==> config.mk <==
export PLATFORM = sky130hd
export DESIGN_NAME = keypad_press_gen
export DESIGN_NICKNAME = d
export VERILOG_FILES = /design/src/rtl/keypad_pkg.sv /design/src/rtl/keypad_pattern.sv /design/src/rtl/keypad_press_gen.sv
export SDC_FILE = /design/constraint.sdc
export NUM_CORES = 1
export LEC_CHECK = 0
export CORE_UTILIZATION = 45
export CTS_BUF_LIST = sky130_fd_sc_hd__clkbuf_4
export CTS_CLUSTER_SIZE = 14
export DETAILED_ROUTE_END_ITERATION = 10
export PLACE_DENSITY = 0.72
export REMOVE_ABC_BUFFERS = 1
export SLEW_MARGIN = 15
export SYNTH_ARGS = -nofsm -noshare
export SYNTH_HDL_FRONTEND = slang
export SYNTH_SLANG_ARGS = --single-unit
==> constraint.sdc <==
create_clock -name clock -period 2.07 [get_ports clock]
set_input_delay 0.5175 -clock clock [delete_from_list [all_inputs] [get_ports clock]]
set_output_delay 0.5175 -clock clock [all_outputs]
set_load 0.05 [all_outputs]
==> src/rtl/keypad_pkg.sv <==
// keypad_pkg
//   Shared definitions for the 3x4 keypad press generator.
//   - state_t    : controller states IDLE -> PRESS -> GAP -> IDLE
//   - PAT_<n>    : 7-bit line pattern per digit, bit order {g,f,e,d,c,b,a}
//                  (columns a,b,c in bits 2:0, rows d,e,f,g in bits 6:3)
//   - ERR_DIGIT  : highest legal digit; anything above it is rejected
package keypad_pkg;

  typedef enum logic [1:0] {
    IDLE  = 2'd0,
    PRESS = 2'd1,
    GAP   = 2'd2
  } state_t;

  //                                       gfedcba
  localparam logic [6:0] PAT_1 = 7'b0001001;  // a,d
  localparam logic [6:0] PAT_2 = 7'b0001010;  // b,d
  localparam logic [6:0] PAT_3 = 7'b0001100;  // c,d
  localparam logic [6:0] PAT_4 = 7'b0010001;  // a,e
  localparam logic [6:0] PAT_5 = 7'b0010010;  // b,e
  localparam logic [6:0] PAT_6 = 7'b0010100;  // c,e
  localparam logic [6:0] PAT_7 = 7'b0100001;  // a,f
  localparam logic [6:0] PAT_8 = 7'b0100010;  // b,f
  localparam logic [6:0] PAT_9 = 7'b0100100;  // c,f
  localparam logic [6:0] PAT_0 = 7'b1000010;  // b,g

  localparam logic [3:0] ERR_DIGIT = 4'd9;

endpackage

==> src/rtl/keypad_pattern.sv <==
// keypad_pattern
//   Combinational digit -> keypad line vector lookup.
//   Ports:
//     digit   in  4  BCD digit to look up
//     pattern out 7  line vector {g,f,e,d,c,b,a}; all zero for illegal digits
//     legal   out 1  high when digit is 0..9
module keypad_pattern
  import keypad_pkg::*;
(
  input  logic [3:0] digit,
  output logic [6:0] pattern,
  output logic       legal
);

  always_comb begin
    pattern = 7'b0;
    case (digit)
      4'd0:    pattern = PAT_0;
      4'd1:    pattern = PAT_1;
      4'd2:    pattern = PAT_2;
      4'd3:    pattern = PAT_3;
      4'd4:    pattern = PAT_4;
      4'd5:    pattern = PAT_5;
      4'd6:    pattern = PAT_6;
      4'd7:    pattern = PAT_7;
      4'd8:    pattern = PAT_8;
      4'd9:    pattern = PAT_9;
      default: pattern = 7'b0;
    endcase
  end

  assign legal = (digit <= ERR_DIGIT);

endmodule

==> src/rtl/keypad_press_gen.sv <==
// keypad_press_gen
//   Keypress emulator for a 3x4 phone keypad. A BCD digit accepted over a
//   valid/ready handshake is turned into a timed column+row press followed
//   by an all-low release gap.
//   Optional feature: define KEYPAD_BOUNCE_EN to make the first
//   BOUNCE_CYCLES press cycles chatter (pattern, low, pattern, ...).
//   Ports:
//     clock      in   1  rising-edge clock
//     reset_n    in   1  synchronous active-low reset
//     in_valid   in   1  digit offered
//     in_number  in   4  digit to press (0..9 legal)
//     in_ready   out  1  high only while IDLE
//     err        out  1  one-cycle pulse after an illegal digit is accepted
//     busy       out  1  high during PRESS and GAP
//     a,b,c      out  1  registered column lines
//     d,e,f,g    out  1  registered row lines
module keypad_press_gen
  import keypad_pkg::*;
#(
  parameter int PRESS_CYCLES  = 4,
  parameter int GAP_CYCLES    = 2,
  parameter int BOUNCE_CYCLES = 3,
  parameter int CNT_W         = 8
) (
  input  logic       clock,
  input  logic       reset_n,
  input  logic       in_valid,
  input  logic [3:0] in_number,
  output logic       in_ready,
  output logic       err,
  output logic       busy,
  output logic       a,
  output logic       b,
  output logic       c,
  output logic       d,
  output logic       e,
  output logic       f,
  output logic       g
);

`ifdef KEYPAD_BOUNCE_EN
  localparam bit BOUNCE_ACTIVE = 1'b1;
`else
  localparam bit BOUNCE_ACTIVE = 1'b0;
`endif

  // Timer is loaded with (length - 1) on state entry and leaves the state at 0.
  localparam logic [CNT_W-1:0] PRESS_LOAD = CNT_W'(PRESS_CYCLES - 1);
  localparam logic [CNT_W-1:0] GAP_LOAD   = CNT_W'((GAP_CYCLES == 0) ? 0 : GAP_CYCLES - 1);
  localparam logic [CNT_W-1:0] BOUNCE_LEN = CNT_W'(BOUNCE_ACTIVE ? BOUNCE_CYCLES : 0);

  state_t           state_reg,   state_next;
  logic [CNT_W-1:0] timer_reg,   timer_next;
  logic [6:0]       pattern_reg, pattern_next;
  logic [6:0]       lines_reg,   lines_next;
  logic             err_reg,     err_next;

  logic [6:0]       dig_pattern;
  logic             dig_legal;
  logic [CNT_W-1:0] press_idx;

  keypad_pattern u_pattern (
    .digit   (in_number),
    .pattern (dig_pattern),
    .legal   (dig_legal)
  );

  always_ff @(posedge clock) begin
    if (!reset_n) begin
      state_reg   <= IDLE;
      timer_reg   <= '0;
      pattern_reg <= '0;
      lines_reg   <= '0;
      err_reg     <= 1'b0;
    end else begin
      state_reg   <= state_next;
      timer_reg   <= timer_next;
      pattern_reg <= pattern_next;
      lines_reg   <= lines_next;
      err_reg     <= err_next;
    end
  end

  always_comb begin
    state_next   = state_reg;
    timer_next   = timer_reg;
    pattern_next = pattern_reg;
    err_next     = 1'b0;
    lines_next   = 7'b0;
    press_idx    = '0;

    case (state_reg)
      IDLE: begin
        // in_ready is high throughout IDLE, so in_valid alone is a transfer.
        if (in_valid) begin
          if (dig_legal) begin
            state_next   = PRESS;
            timer_next   = PRESS_LOAD;
            pattern_next = dig_pattern;
          end else begin
            err_next = 1'b1;
          end
        end
      end
      PRESS: begin
        if (timer_reg == '0) begin
          if (GAP_CYCLES == 0) begin
            state_next = IDLE;
            timer_next = '0;
          end else begin
            state_next = GAP;
            timer_next = GAP_LOAD;
          end
        end else begin
          timer_next = timer_reg - 1'b1;
        end
      end
      GAP: begin
        if (timer_reg == '0) begin
          state_next = IDLE;
        end else begin
          timer_next = timer_reg - 1'b1;
        end
      end
      default: begin
        state_next = IDLE;
        timer_next = '0;
      end
    endcase

    // Lines are registered, so they are derived from the state being entered.
    // press_idx counts press cycles from 0; odd cycles inside the bounce
    // window are forced low.
    if (state_next == PRESS) begin
      press_idx  = PRESS_LOAD - timer_next;
      lines_next = pattern_next;
      if ((press_idx < BOUNCE_LEN) && press_idx[0]) begin
        lines_next = 7'b0;
      end
    end
  end

  assign in_ready = (state_reg == IDLE);
  assign busy     = (state_reg != IDLE);
  assign err      = err_reg;

  assign a = lines_reg[0];
  assign b = lines_reg[1];
  assign c = lines_reg[2];
  assign d = lines_reg[3];
  assign e = lines_reg[4];
  assign f = lines_reg[5];
  assign g = lines_reg[6];

endmodule

After elaboration in Yosys (flattened, before gate mapping):

Memories as Yosys holds them, arrays and structs flattened.
Index checks and enable logic that the tools add are counted.

* input bits: 7
* memories: 1
* flip-flop bits (word level): 25
* logic and storage cells: 35
* output and inout bits: 10
* ROM bits: 112

* equal/unequal tests: 3
* bitwise gates (word level): 2
* order comparisons: 2
* mux-type cells: 14
* add/sub/neg operators: 2
* reduce and logical (&&, ||, !) cells: 6

Memory list
* (name not given): depth 16, bits a word 7, read ports 1, clocked after memory_dff 0, wr ports 0, line keypad_pattern.sv:17 `case (digit)`

Operator list (count)
* $mux 8: 4
* $pmux 8 s3: 1
* $mux 7: 3
* $logic_not 8->1: 1
* $lt 8x1->1 const B: 1
* $mux 2: 4
* $sub 2x8->8 const A: 1
* $sub 8x1->8 const B: 1
* $pmux 2 s3: 1
* $eq 2x1->1 const B: 2
* $le 4x4->1 const B: 1
* $reduce_and 3->1: 1
* $reduce_or 3->1: 1
* $eq 2x2->1 const B: 1
* $logic_not 2->1: 1
* $not 1->1: 2
* $reduce_bool 2->1: 1
* $logic_and 1x1->1: 1
* $mux 1: 1

Logic depth before layout (Yosys ltp):

Gate-level depths: netlist (run 1).

* word-level depth: 8
* gate-level depth with buffers: 7
* depth with buffers taken out: 6

Modules after synthesis:

Synthesis (run 1) repeated with hierarchy kept, for this count alone.

* cells, all modules: 139
* area total of the unflattened synthesis: 1213.7 um^2

By module, submodules not included
* keypad_press_gen: sequential area each 500.5 um^2, area an instance 1031.0 um^2, instances 1, cells each 114
* keypad_pattern: sequential area each 0.0 um^2, area an instance 182.7 um^2, instances 1, cells each 25

Worst setup path after synthesis (run 1):

Ideal clock, no wire load.

* path kind: input to register
* from: input in_number[1]
* to: register timer_reg[6]
* cell stages on the path: 7
* setup slack: 198 ps
* data arrival time: 1805 ps
* library setup time: 66 ps
* buffers on the path: 1
* cells stage by stage: inv_1 ha_1 o21ba_2 a211oi_2 buf_6 or4_4 a21oi_2

* longest elaborated chain between the ends: 4

RTL lines
* start: declaration: line keypad_press_gen.sv:28 `input logic [3:0] in_number,`
* $le 4x4->1: line keypad_pattern.sv:32 `assign legal = (digit <= ERR_DIGIT);`
* $mux 8: line keypad_press_gen.sv:96 `if (dig_legal) begin`
* $mux 8: line keypad_press_gen.sv:95 `if (in_valid) begin`
* $pmux 8 s3: line keypad_press_gen.sv:92 `case (state_reg)`
* end signal: assignment: line keypad_press_gen.sv:77 `timer_reg <= timer_next;`
* end: declaration: line keypad_press_gen.sv:53 `logic [CNT_W-1:0] timer_reg, timer_next;`

Every way passes these cells.
A chain may end at the register's enable or synchronous reset.

Final worst setup path (run 1):

* from: register lines_reg[3]
* to: output d

RTL lines
* start: declaration: line keypad_press_gen.sv:55 `logic [6:0] lines_reg, lines_next;`
* start signal: assignment: line keypad_press_gen.sv:79 `lines_reg <= lines_next;`
* end: declaration: line keypad_press_gen.sv:35 `output logic d,`

No word-level cell between the ends.

==> results of run 1 <==
==> worst max-delay path by stage <==
stage | slack, ns | start | endpoint | cells past startpoint
2_1_floorplan | 0.06 | in_number[0] | timer_reg[1] | 6
3_3_place_gp | -0.27 | in_number[0] | timer_reg[1] | 8
3_5_place_dp | -0.32 | in_number[0] | timer_reg[4] | 9
4_1_cts | 0.02 | in_number[0] | timer_reg[4] | 9
5_1_grt | -0.003 | in_number[1] | timer_reg[4] | 8
6_report | 0.07 | lines_reg[3] | d | 1
==> layout make-up <==
type,instances,area (sq um)
fill,191,906
multi-input combinational,96,729
sequential,25,500
timing repair buffer,38,345
inverter,11,41.3
tap,30,37.5
clock buffer,3,22.5
clock inverter,1,7.51
==> Yosys cell counts (3+ instances only) <==
| library cell | count |
|---|---|
| sky130_fd_sc_hd__nand2_1 | 6 |
| sky130_fd_sc_hd__or4_1 | 4 |
| sky130_fd_sc_hd__nor3_1 | 8 |
| sky130_fd_sc_hd__o31ai_1 | 5 |
| sky130_fd_sc_hd__ha_1 | 6 |
| sky130_fd_sc_hd__a21oi_1 | 10 |
| sky130_fd_sc_hd__inv_1 | 11 |
| sky130_fd_sc_hd__a22oi_1 | 3 |
| sky130_fd_sc_hd__dfxtp_1 | 25 |
| sky130_fd_sc_hd__mux2i_1 | 3 |
| sky130_fd_sc_hd__nor2_1 | 11 |
| sky130_fd_sc_hd__nand3_1 | 3 |
==> per-stage QoR <==
stage / instance area (sq um) / setup slack (ns)
after floorplan: 1240 / 0.0580
after global placement: 1620 / -0.271
after detailed placement: 1620 / -0.319
after CTS: 1650 / 0.0225
after global routing: 1680 / -0.00316
final: 1680 / 0.0704
==> layer usage <==
layer | vias to the layer above | global-route usage | part of all wire
li1 | 581 | - | -
met1 | 572 | 0.279 | 0.48
met2 | 43 | 0.336 | 0.45
met3 | 4 | 0.0328 | 0.059
met4 | 0 | 0.0750 | 0.013
met5 | - | 0 | 0
==> cell families (layout without fill, tap and decap cells) <==
family / after synthesis / in the layout / synth area share
buf+inv: 16 / 53 / 0.0596
simple gates: 48 / 48 / 0.234
compound gates: 39 / 39 / 0.234
mux: 3 / 3 / 0.0235
flops: 25 / 25 / 0.391
fa+ha+maj: 6 / 6 / 0.0586
==> power groups by stage <==
stage / Combinational, mW / Clock, mW / Sequential (mW)
2_1_floorplan: 0.316 / 0 / 0.590
3_3_place_gp: 0.533 / 0 / 0.574
3_5_place_dp: 0.545 / 0 / 0.576
4_1_cts: 0.550 / 0.236 / 0.566
5_1_grt: 0.624 / 0.255 / 0.573
6_report: 0.573 / 0.232 / 0.569
==> results.txt, run 1 <==
----------------------------------------------------
[Run status]
  Outcome ... complete, no violations

[Hold path]
  Beginning of the worst hold path ... pattern_reg[0]
  Worst Hold End ... pattern_reg[0]
  Class of the tightest hold or removal check ... reg2reg
  Number of instances on the worst hold path ... 2

[Global route]
  Antenna violations before repair ... 0
  Via count of the first global-routing pass ... roughly 1200
  Global router's overall resource usage ... 0.208
  Largest net degree at the start of global routing ... 17
  First-pass GRT wire length ... ~5100 um
  Remaining Overflow, GRT ... 0

[Worst setup path]
  Crit Path Category ... reg2out
  FF-to-FF End ... lines_reg[0]
  Maximum single-stage delay on the critical path ... approximately 0.81 ns
  Worst EP arrival ... between 1 and 1.5 ns
  R2R cell count ... 8
  Cell with the largest stage delay on the worst path ... sky130_fd_sc_hd__clkdlybuf4s50_1
  Worst reg2reg path startpoint ... timer_reg[0]
  Delay-heaviest family, CP ... buffers and inverters
  Category of the worst setup path capture point ... output port
  Kind of start point of the critical path ... flop
  Maximum fanout encountered on the critical timing path ... 1
  Data required, critical path ... between 1.5 and 2 ns
  CP bufs+invs ... 1
  Register-to-Register Setup Slack ... about 0.26 ns
  Critical path cell sequence ... clkdlybuf4s50_1

[Pwr]
  Part of the total power dissipated in combinational logic ... 0.417
  Max rail drop VDD ... ~0.59 mV
  P_int ... ~0.86 mW
  Clk network pwr share ... 0.169
  Switching part of the total power ... 0.370
  Share of power burned in registers ... 0.414
  Net switching power ... ~0.51 mW
  Sum of internal, switching and leakage power ... about 1.4 mW
  Power per standard cell area ... 815 mW/mm^2
  Leakage power summed over all cells ... 0.688 nW

[Yosys]
  Post-synthesis sequential area ratio ... 0.391
  Library cell occupying the most area in the post-synthesis netlist ... sky130_fd_sc_hd__dfxtp_1
  Total number of yosys warnings ... 0
  Ranking of synthesized cells by area ... sky130_fd_sc_hd__dfxtp_1 (39%), sky130_fd_sc_hd__ha_1 (5.9%), sky130_fd_sc_hd__a21oi_1 (3.9%)
  Mean Syn Cell Area ... between 9 and 10 sq um
  Mapped Cells ... roughly 140
  Area share of the largest cell type after synthesis ... 0.391
  Number of register bits inferred by synthesis ... 25
  Post-synthesis cell type count ... 46
  Share of synthesized registers carrying an async set or reset ... 0
  Summed instance area of the synthesized netlist ... ~0.0013 sq mm
  Count of flip-flops with a built-in enable after synthesis ... 0
  Main flop type after synthesis ... sky130_fd_sc_hd__dfxtp_1

[Clock network]
  Clock tree root driver cell ... sky130_fd_sc_hd__clkbuf_4
  Clock tree from TritonCTS ... done
  Level count of the clock H-tree ... 1
  Number of buffers inserted by post-CTS setup repair ... 0
  Sink Count ... 25
  Worst-path clk slew ... 0.15 ns
  Post_cts resized ... 0
  Number of clock buffers inserted by TritonCTS ... 3
  Hold Buf Count CTS ... 0
  Insertion delay of the later-clocked pin in the worst-skew pair ... between 0.3 and 0.4 ns
  Number of buffers on the longest clock path ... 2

[Floorplanning]
  Die area ... just over 0.003 sq mm
  DIE WIDTH ... roughly 55 um
  Floorplan die height ... around 55 um
  Placement row count ... 18
  IO Pins ... 17
  Effective utilization at floorplan ... 0.494
  Core footprint ... around 0.0026 sq mm

[Place]
  Hpwl dp ... ~2200 um
  Cell count after placement ... 199
  Routability congestion estimate ... between 0.8 and 0.9
  Total of buffers placed on input and output ports ... 16

[Finish]
  Final-stage net count ... about 190
  Synthesis-to-finish area growth ... 31.6%
  Flip-flop count of the largest register, all copies and words added ... 8
  Commonest cells after routing, fill and taps aside ... sky130_fd_sc_hd__dfxtp_1 (25), sky130_fd_sc_hd__buf_4 (21), sky130_fd_sc_hd__clkdlybuf4s50_1 (13)
  Fraction of final layout cells sized beyond drive strength 1 ... 0.259
  Cell Count, Final, Fillers Out ... 204
  Number of diodes added for antenna fixing ... 0
  Most common cell after layout, fill and taps aside ... sky130_fd_sc_hd__dfxtp_1
  Final core occ ... 0.650

[Timing]
  Slew at the pin closest to its max-slew limit ... 0.502 ns
  Final worst path period need ... roughly 2 ns
  Setup violations, final ... 0
  Total negative slack ... 0 ns
  Worst Hold Margin ... 0.500 ns
  Tightest slew margin relative to the limit ... 0.664
  Post-route clock period utilization ... 0.966
  Slew Limit Fails ... 0
  Post-route clock skew ... around 0.009 ns
  Final Hold Vio Count ... 0
  Maximum clock rate ... around 500 MHz

[Detailed routing]
  Wire length per cell ... approximately 15 um
  Number of design-rule violations left by the first detailed-router iteration ... 53
  Overall via count from detail_route ... 1200
  Ratio of routed vias to standard cells ... roughly 6
  DRC ... 0
  Detailed-routing iteration count for the pre-antenna-repair pass ... 4
  DRT Wirelength ... between 3000 and 4000 um
  ANT nets after route ... 0

[Flow run]
  Max cap viols ... 0

----------------------------------------------------
No activity file was read; power rests on OpenSTA's default activity.
==> inputs of run 2 (changes only) <==
Settings changed: MAX_ROUTING_LAYER from default to met4.
==> run 2 against run 1 <==
Against the previous run: utilization did not move; sequential share of layout area did not move; maximum frequency is essentially flat; non-clock buffer count unchanged; combinational power about the same; first-iteration DRC count rose by 3.8%; critical path type unchanged; register-to-register slack about the same; via count is 1.3% lower; largest cell class unchanged; worst hold slack about the same.
==> results.txt, run 2 (synthesized netlist as in run 1, its figures left out) <==
----------------------------------------------------
[Floorplanning]
  DIE WIDTH ... 55.3 um
  Core footprint ... between 0.002 and 0.003 sq mm
  Placement row count ... 18
  Die area ... ~0.0031 sq mm
  Effective utilization at floorplan ... 0.494
  IO Pins ... 17
  Floorplan die height ... between 50 and 60 um

[Detailed routing]
  Metal1 wirelength ... around 1500 um
  Top routing layer used ... met4
  DRC ... 0
  Routed met3 length ... about 170 um
  ANT nets after route ... 0
  Met2 layer wire length in the routed design ... around 1400 um
  DRT Wirelength ... 3070 um
  Ratio of routed vias to standard cells ... 5.81
  Overall via count from detail_route ... around 1200
  Number of design-rule violations left by the first detailed-router iteration ... between 50 and 60
  Detailed-routing iteration count for the pre-antenna-repair pass ... 4
  Wire length per cell ... 15.0 um

[Worst setup path]
  Crit Path Category ... reg2out
  Critical path cell sequence ... clkdlybuf4s50_1
  FF-to-FF End ... timer_reg[3]
  Register-to-Register Setup Slack ... about 0.26 ns
  Data required, critical path ... 1.55 ns
  Category of the worst setup path capture point ... output port
  R2R cell count ... 8
  Cell with the largest stage delay on the worst path ... sky130_fd_sc_hd__clkdlybuf4s50_1
  Cell count along the critical path ... 1
  CP bufs+invs ... 1
  Worst reg2reg path startpoint ... timer_reg[0]
  Maximum single-stage delay on the critical path ... roughly 0.81 ns
  Worst EP arrival ... between 1 and 1.5 ns
  Kind of start point of the critical path ... flop
  Delay-heaviest family, CP ... buffers and inverters
  Maximum fanout encountered on the critical timing path ... 1

[Finish]
  Commonest cells after routing, fill and taps aside ... sky130_fd_sc_hd__dfxtp_1 (25), sky130_fd_sc_hd__buf_4 (21), sky130_fd_sc_hd__clkdlybuf4s50_1 (13)
  Final-stage net count ... between 150 and 200
  Flip-flop count of the largest register, all copies and words added ... 8
  Number of diodes added for antenna fixing ... 0
  Fraction of final layout cells sized beyond drive strength 1 ... 0.259
  Synthesis-to-finish area growth ... 31.6%
  Non-Filler Cell Area, Final ... roughly 0.0017 sq mm
  Most common cell after layout, fill and taps aside ... sky130_fd_sc_hd__dfxtp_1
  Number of filler instances in the final layout ... approximately 190

[Clock network]
  Clock tree from TritonCTS ... done
  Level count of the clock H-tree ... 1
  Post_cts resized ... 0
  Number of buffers on the longest clock path ... 2
  Worst-path clk slew ... approximately 0.15 ns
  Hold Buf Count CTS ... 0
  Number of clock buffers inserted by TritonCTS ... 3
  Number of buffers inserted by post-CTS setup repair ... 0
  Insertion delay of the later-clocked pin in the worst-skew pair ... 0.33 ns
  Sink Count ... 25
  Clock tree root driver cell ... sky130_fd_sc_hd__clkbuf_4

[Timing]
  Tightest slew margin relative to the limit ... 0.663
  Worst Hold Margin ... 0.499 ns
  Post-route clock period utilization ... 0.966
  Setup violations, final ... 0
  Maximum clock rate ... approximately 500 MHz
  Slew at the pin closest to its max-slew limit ... 0.504 ns
  Slew Limit Fails ... 0
  Total negative slack ... 0 ns
  Final worst path period need ... 2.00 ns
  Final worst-path setup slack ... slightly above 0.07 ns
  Final Hold Vio Count ... 0
  Post-route clock skew ... 0.00960 ns

[Pwr]
  Max rail drop VDD ... between 0.5 and 0.6 mV
  Sum of internal, switching and leakage power ... between 1 and 1.5 mW
  Leakage power summed over all cells ... roughly 0.7 nW
  Power per standard cell area ... between 800 and 900 mW/mm^2

[Hold path]
  Worst Hold End ... pattern_reg[0]
  Number of instances on the worst hold path ... 2
  Class of the tightest hold or removal check ... reg2reg
  Beginning of the worst hold path ... pattern_reg[0]

[Global route]
  Largest net degree at the start of global routing ... 17
  Remaining Overflow, GRT ... 0
  First-pass GRT wire length ... about 5100 um
  Antenna violations before repair ... 0
  Global router's overall resource usage ... 0.214
  Via count of the first global-routing pass ... between 1000 and 1500

[Place]
  Placed Area ... roughly 0.0016 sq mm
  Total of buffers placed on input and output ports ... 16
  Hpwl dp ... 2230 um
  Post-Place Setup Slack ... -0.319 ns
  Routability congestion estimate ... 0.888

[Flow run]
  Max cap viols ... 0

[Run status]
  Outcome ... complete, no violations

----------------------------------------------------
run 2: stage by stage:
step | util | cells
after global placement | 0.626 | 199
after detailed placement | 0.626 | 199
after global routing | 0.650 | 204
final | 0.650 | 204
after floorplan | - | 132
after CTS | 0.637 | 203
run 2: power by group:
part	internal [mW]	switching, mW	leakage [nW]
combinational	0.267	0.304	0.471
sequential	0.524	0.0448	0.204
clock	0.0740	0.157	0.0139
run 2: layer usage:
metal / up-vias / global-route usage
met5: - / -
met4: 0 / 0.0750
met3: 4 / 0.0304
met2: 39 / 0.336
met1: 562 / 0.281
li1: 580 / -
run 2: tightest hold or removal path, stage by stage, from the launching register on:
cell,delay (ns)
sky130_fd_sc_hd__dfxtp_1,0.33
sky130_fd_sc_hd__nand2_1,0.08
sky130_fd_sc_hd__a21oi_1,0.06
run 2: how the worst max path moves through the flow:
stage | startpoint | to | slack, ns
final | lines_reg[3] | d | 0.07
after global routing | in_number[1] | timer_reg[4] | -0.003
after CTS | in_number[0] | timer_reg[4] | 0.02
after detailed placement | in_number[0] | timer_reg[4] | -0.32
after global placement | in_number[0] | timer_reg[1] | -0.27
after floorplan | in_number[0] | timer_reg[1] | 0.06
run 2: final cells by class:
cell class / count / area [sq um] / share of cell area
Clock buffer: 3 / 22.5 / 0.0134
Timing Repair Buffer: 38 / 345 / 0.205
Sequential cell: 25 / 500 / 0.297
Tap cell: 30 / 37.5 / 0.0223
Inverter: 11 / 41.3 / 0.0245
Clock inverter: 1 / 7.51 / 0.00446
Multi-Input combinational cell: 96 / 729 / 0.433
